## src/rtl/seq_div32_16.sv

```systemverilog
// seq_div32_16: iterative radix-2 restoring divider, 2*DW-bit dividend by DW-bit divisor.
// One quotient bit per cycle, MSB first; one division in flight with valid/ready on both sides.
// A zero divisor skips the iteration and returns an all-ones quotient with the dividend's low half
// as the remainder.
`timescale 1ns/1ps

module seq_div32_16 #(
    parameter int DW = 16
) (
    input  logic              clk,
    input  logic              rst,
    input  logic              in_valid,
    output logic              in_ready,
    input  logic [2*DW-1:0]   dividend,
    input  logic [DW-1:0]     divisor,
    output logic              out_valid,
    input  logic              out_ready,
    output logic [2*DW-1:0]   quotient,
    output logic [DW-1:0]     remainder,
    output logic              div_by_zero
);

    // state | meaning
    // IDLE  | waiting for an operation, in_ready=1
    // CALC  | 2*DW restoring steps, one quotient bit per cycle
    // DONE  | result held on the outputs, out_valid=1
    typedef enum logic [1:0] {IDLE, CALC, DONE} state_t;

    localparam int CW = $clog2(2*DW);

    state_t              state, state_nxt;
    logic [2*DW-1:0]     dvd_sh;     // dividend bits shift out at the top, quotient bits shift in at the bottom
    logic [DW-1:0]       dvs;
    logic [DW-1:0]       rem_acc;    // partial remainder; always < divisor, so its top bit never needs storing
    logic [CW-1:0]       step;
    logic [DW:0]         trial;
    logic [DW:0]         diff;
    logic                q_bit;
    logic [DW-1:0]       rem_nxt;
    logic                last_step;

    // One restoring step: the borrow out of the DW+1-bit subtraction decides the quotient bit.
    always_comb begin
        trial     = {rem_acc, dvd_sh[2*DW-1]};
        diff      = trial - {1'b0, dvs};
        q_bit     = ~diff[DW];
        rem_nxt   = q_bit ? diff[DW-1:0] : trial[DW-1:0];
        last_step = (step == CW'(2*DW-1));
    end

    // State register.
    always_ff @(posedge clk) begin
        if (rst) state <= IDLE;
        else     state <= state_nxt;
    end

    // Next state and handshake outputs, decoded from the registered state only.
    always_comb begin
        state_nxt = state;
        in_ready  = 1'b0;
        out_valid = 1'b0;
        case (state)
            IDLE: begin
                in_ready = 1'b1;
                if (in_valid) state_nxt = (divisor == '0) ? DONE : CALC;
            end
            CALC: begin
                if (last_step) state_nxt = DONE;
            end
            DONE: begin
                out_valid = 1'b1;
                if (out_ready) state_nxt = IDLE;
            end
            default: state_nxt = IDLE;
        endcase
    end

    // Datapath: capture on accept, iterate in CALC, load the result registers on the final step.
    always_ff @(posedge clk) begin
        if (rst) begin
            dvd_sh      <= '0;
            dvs         <= '0;
            rem_acc     <= '0;
            step        <= '0;
            quotient    <= '0;
            remainder   <= '0;
            div_by_zero <= 1'b0;
        end else begin
            case (state)
                IDLE: begin
                    if (in_valid) begin
                        dvd_sh  <= dividend;
                        dvs     <= divisor;
                        rem_acc <= '0;
                        step    <= '0;
                        if (divisor == '0) begin
                            quotient    <= '1;
                            remainder   <= dividend[DW-1:0];
                            div_by_zero <= 1'b1;
                        end
                    end
                end
                CALC: begin
                    dvd_sh  <= {dvd_sh[2*DW-2:0], q_bit};
                    rem_acc <= rem_nxt;
                    step    <= step + 1'b1;
                    if (last_step) begin
                        quotient    <= {dvd_sh[2*DW-2:0], q_bit};
                        remainder   <= rem_nxt;
                        div_by_zero <= 1'b0;
                    end
                end
                default: ;
            endcase
        end
    end

endmodule

```

## config.mk

```make
export PLATFORM = sky130hd
export DESIGN_NAME = seq_div32_16
export DESIGN_NICKNAME = d
export VERILOG_FILES = /design/src/rtl/seq_div32_16.sv
export SDC_FILE = /design/constraint.sdc
export NUM_CORES = 1
export LEC_CHECK = 0
export CAP_MARGIN = 10
export CORE_UTILIZATION = 52
export CTS_CLUSTER_SIZE = 10
export DETAILED_ROUTE_END_ITERATION = 10
export GPL_ROUTABILITY_DRIVEN = 0
export HOLD_SLACK_MARGIN = 0.08
export PLACE_DENSITY_LB_ADDON = 0.3
export SLEW_MARGIN = 40
export SYNTH_ARGS = -nofsm -noshare
export SYNTH_HDL_FRONTEND = slang
export SYNTH_SLANG_ARGS = --single-unit
```

## constraint.sdc

```tcl
create_clock -name clk -period 3 [get_ports clk]
set_clock_uncertainty 0.1 [all_clocks]
set_input_delay 0.75 -clock clk [delete_from_list [all_inputs] [get_ports clk]]
set_output_delay 0.75 -clock clk [all_outputs]
set_load 0.01 [all_outputs]
```

==> impl_metrics.toml <==
[status]
outcome = "complete, no violations"

[sta]
tns_ns = 0
drv_slew = 0
layout_min_cycle_time_ns = 2.91
slew_headroom_pct = 48.6
worst_pin_slew_ns = 0.771
max_freq_mhz = 343
period_share_pct = 97.1
setup_ws_ns = 0.0868
hold_viol = 0
finalSetupViolCount = 0

[placement]
port_buffers = 102
dpl_worst_slack_ns = 0.0437
dp_hpwl_um = 10800

[cts]
htreeDepth = 4
root_buffer = "clkbuf_8"
cts_tree = "built"
clkLatencyLatePin_ns = 0.53
holdBufCountCts = 0
numCtsBuffers = 17
clkTransAtPathRegs_ns = 0.06
cts_max_path_buffers = 2
clock_sinks = 120

[worst_setup_path]
crit_chain = "inv_1 > ha_1 > a21oi_2 > o21ai_1 > a311oi_2 > o31ai_4 > xor2_2 > buf_12 > mux2_2 > o21ai_0"
worst_path_max_delay_cell = "ha_1"
r2r_slack_ns = 0.09
path_class = "reg2reg"
max_stage_delay_ns = 0.42
end_kind = "flop"
cp.buffers_inverters = 2
critPathTopFamily = "compound AO/OA/AOI/OAI gates"
crit_required_ns = 3.34
worst_ep_arrival_time_ns = 3.26
critPathLaunchType = "flop"
crit_fanout = 7

[synth]
synthCells = 679
synth_top_area_share_pct = 43.4
synth_cell_type_count = 52
yosysMostFrequentCell = "nand2_1"
ys_seq_area_share_pct = 43.4
ys_top_cells_by_count = "nand2_1 (129), dfxtp_1 (120), nor2_1 (75), a21oi_1 (46), o22ai_1 (42)"
syn_nets = 750
yosys_warnings = 0
synth-async-reset-ratio_pct = 0
synth_edf_count = 0
synth.cell_area_mm2 = 0.00553
synthTopCellsByArea = "dfxtp_1 (43%), nand2_1 (8.7%), nor2_1 (5.1%)"
post-synth-top-area-cell = "dfxtp_1"
yosys_register_bits = 120
synthFlopType = "dfxtp_1"
synth.avg_cell_area_um2 = 8.15

[power]
switching_power_uw = 2080
power.leakage_uw = 0.00281
pwr-share-comb_pct = 37.0
p_sw_share_pct = 34.1
seqPwrFrac_pct = 29.8
p_clk_share_pct = 33.2
intPower_uw = 4030
power.density_mw_per_mm2 = 832
vdd_ir_drop_max_mv = 0.570
fin_total_pwr_uw = 6110

[finish]
syn2layout_area_growth_pct = 32.7
fin_nets = 842
drive_gt1_share_pct = 8.67
postLayoutCoreUtil_pct = 71.1
fill_cells = 768
diodes = 0

[global_routing]
grt_pass1_wl_um = 25800
grt_max_degree = 46
grtUsageTotal_pct = 29.5
grt_pass1_vias = 5312
grt_antenna_before_repair = 0
grt.overflow.total = 0

[die]
core-area_mm2 = 0.0103
rows = 37
initial_utilization_pct = 53.6
design.die.area_mm2 = 0.0111
fp.dieH_um = 105
num_io_pins = 103
die_w_um = 105

[drt]
drt-pass1-iter-count = 5
routed_via_density = 5.97
detail-route-antenna-nets = 0
wl_met3_um = 1010
top_layer = "met4"
wl_met1_um = 6440
wl_met2_um = 8040
route.detailed.drc = 0
wl_um = 15900
wl_per_cell_um = 17.3
first_iter_violations = 432
vias = 5492

[min_path]
hold_path_class = "reg2reg"

[run]
cap_violations = 0
[final timing paths]
check	cells past startpoint	to	startpoint
max	10	rem_acc[1]	dvs[11]
min	2	dvs[5]	dvs[5]
max reg2reg	10	rem_acc[1]	dvs[11]
min reg2reg	2	dvs[5]	dvs[5]
[cell type report]
type | instances | area (um^2) | share of cell area, %
Multi-Input combinational cell | 490 | 2880 | 39.3
Sequential cell | 120 | 2400 | 32.7
Timing Repair Buffer | 122 | 1220 | 16.6
Clock buffer | 20 | 455 | 6.20
Tap cell | 136 | 170 | 2.32
Clock inverter | 12 | 139 | 1.89
Inverter | 20 | 75.1 | 1.02
[what timing repair did]
action,4_1_cts,5_1_grt
endpoints found under the setup margin,0,6
gates resized for setup,0,6
hold endpoints to repair,0,0
buffers inserted,0,0
[power groups by stage]
stage | Sequential (uW) | Combinational [uW] | Clock, uW
2_1_floorplan | 1800 | 1470 | 0
3_3_place_gp | 1840 | 1840 | 0
3_5_place_dp | 1840 | 1910 | 0
4_1_cts | 1810 | 1940 | 2040
5_1_grt | 1830 | 2400 | 2130
6_report | 1820 | 2260 | 2030
[registers in the layout, indices dropped and copies added (netlist names)]
register     cells
div_by_zero      1
dvs             16
state            2
quotient        32
dvd_sh          32
step             5
remainder       16
rem_acc         16
[cell usage in the layout (no fill, tap or decap), drive strengths merged, types with 6 or more instances in the layout]
cell type,n
o21ai,27
clkdlybuf4s50,101
nor2,75
ha,18
a311oi,32
a21oi,47
buf,19
a211oi,9
xor2,9
nand2,129
nand2b,6
inv,24
xnor2,7
clkbuf,22
dfxtp,120
and3,14
o22ai,42
mux2i,15
[per-stage QoR]
step	hold WS (ns)	instance area (um^2)	instances
global route	0.379	7340	920
global placement	0.347	6670	886
CTS	0.357	7270	918
floorplan	0.336	5530	679
detailed placement	0.350	6670	886
finish	0.357	7340	920
[worst register-to-register path: stages, from the launching register on]
cell      delay [ns]
dfxtp_1         0.34
inv_1           0.07
ha_1            0.42
a21oi_2         0.25
o21ai_1         0.12
a311oi_2        0.36
o31ai_4         0.13
xor2_2          0.37
buf_12          0.18
mux2_2          0.35
o21ai_0         0.15
[layer usage]
| layer | GRT usage [%] | vias up |
|---|---|---|
| met5 | 0 | - |
| met4 | 12.4 | 0 |
| met3 | 7.36 | 38 |
| met2 | 50.3 | 218 |
| met1 | 35.4 | 2634 |
| li1 | - | 2602 |
[cell families after synthesis]
group | share of synthesized area [%]
AO/OA/AOI/OAI | 21.7
XOR/XNOR | 2.67
adder cells (fa/ha/maj) | 4.43
buffers and inverters | 5.00
flip-flops | 43.4
multiplexers | 3.12
AND/OR/NAND/NOR | 19.6
(Power assumes the default switching activity.)
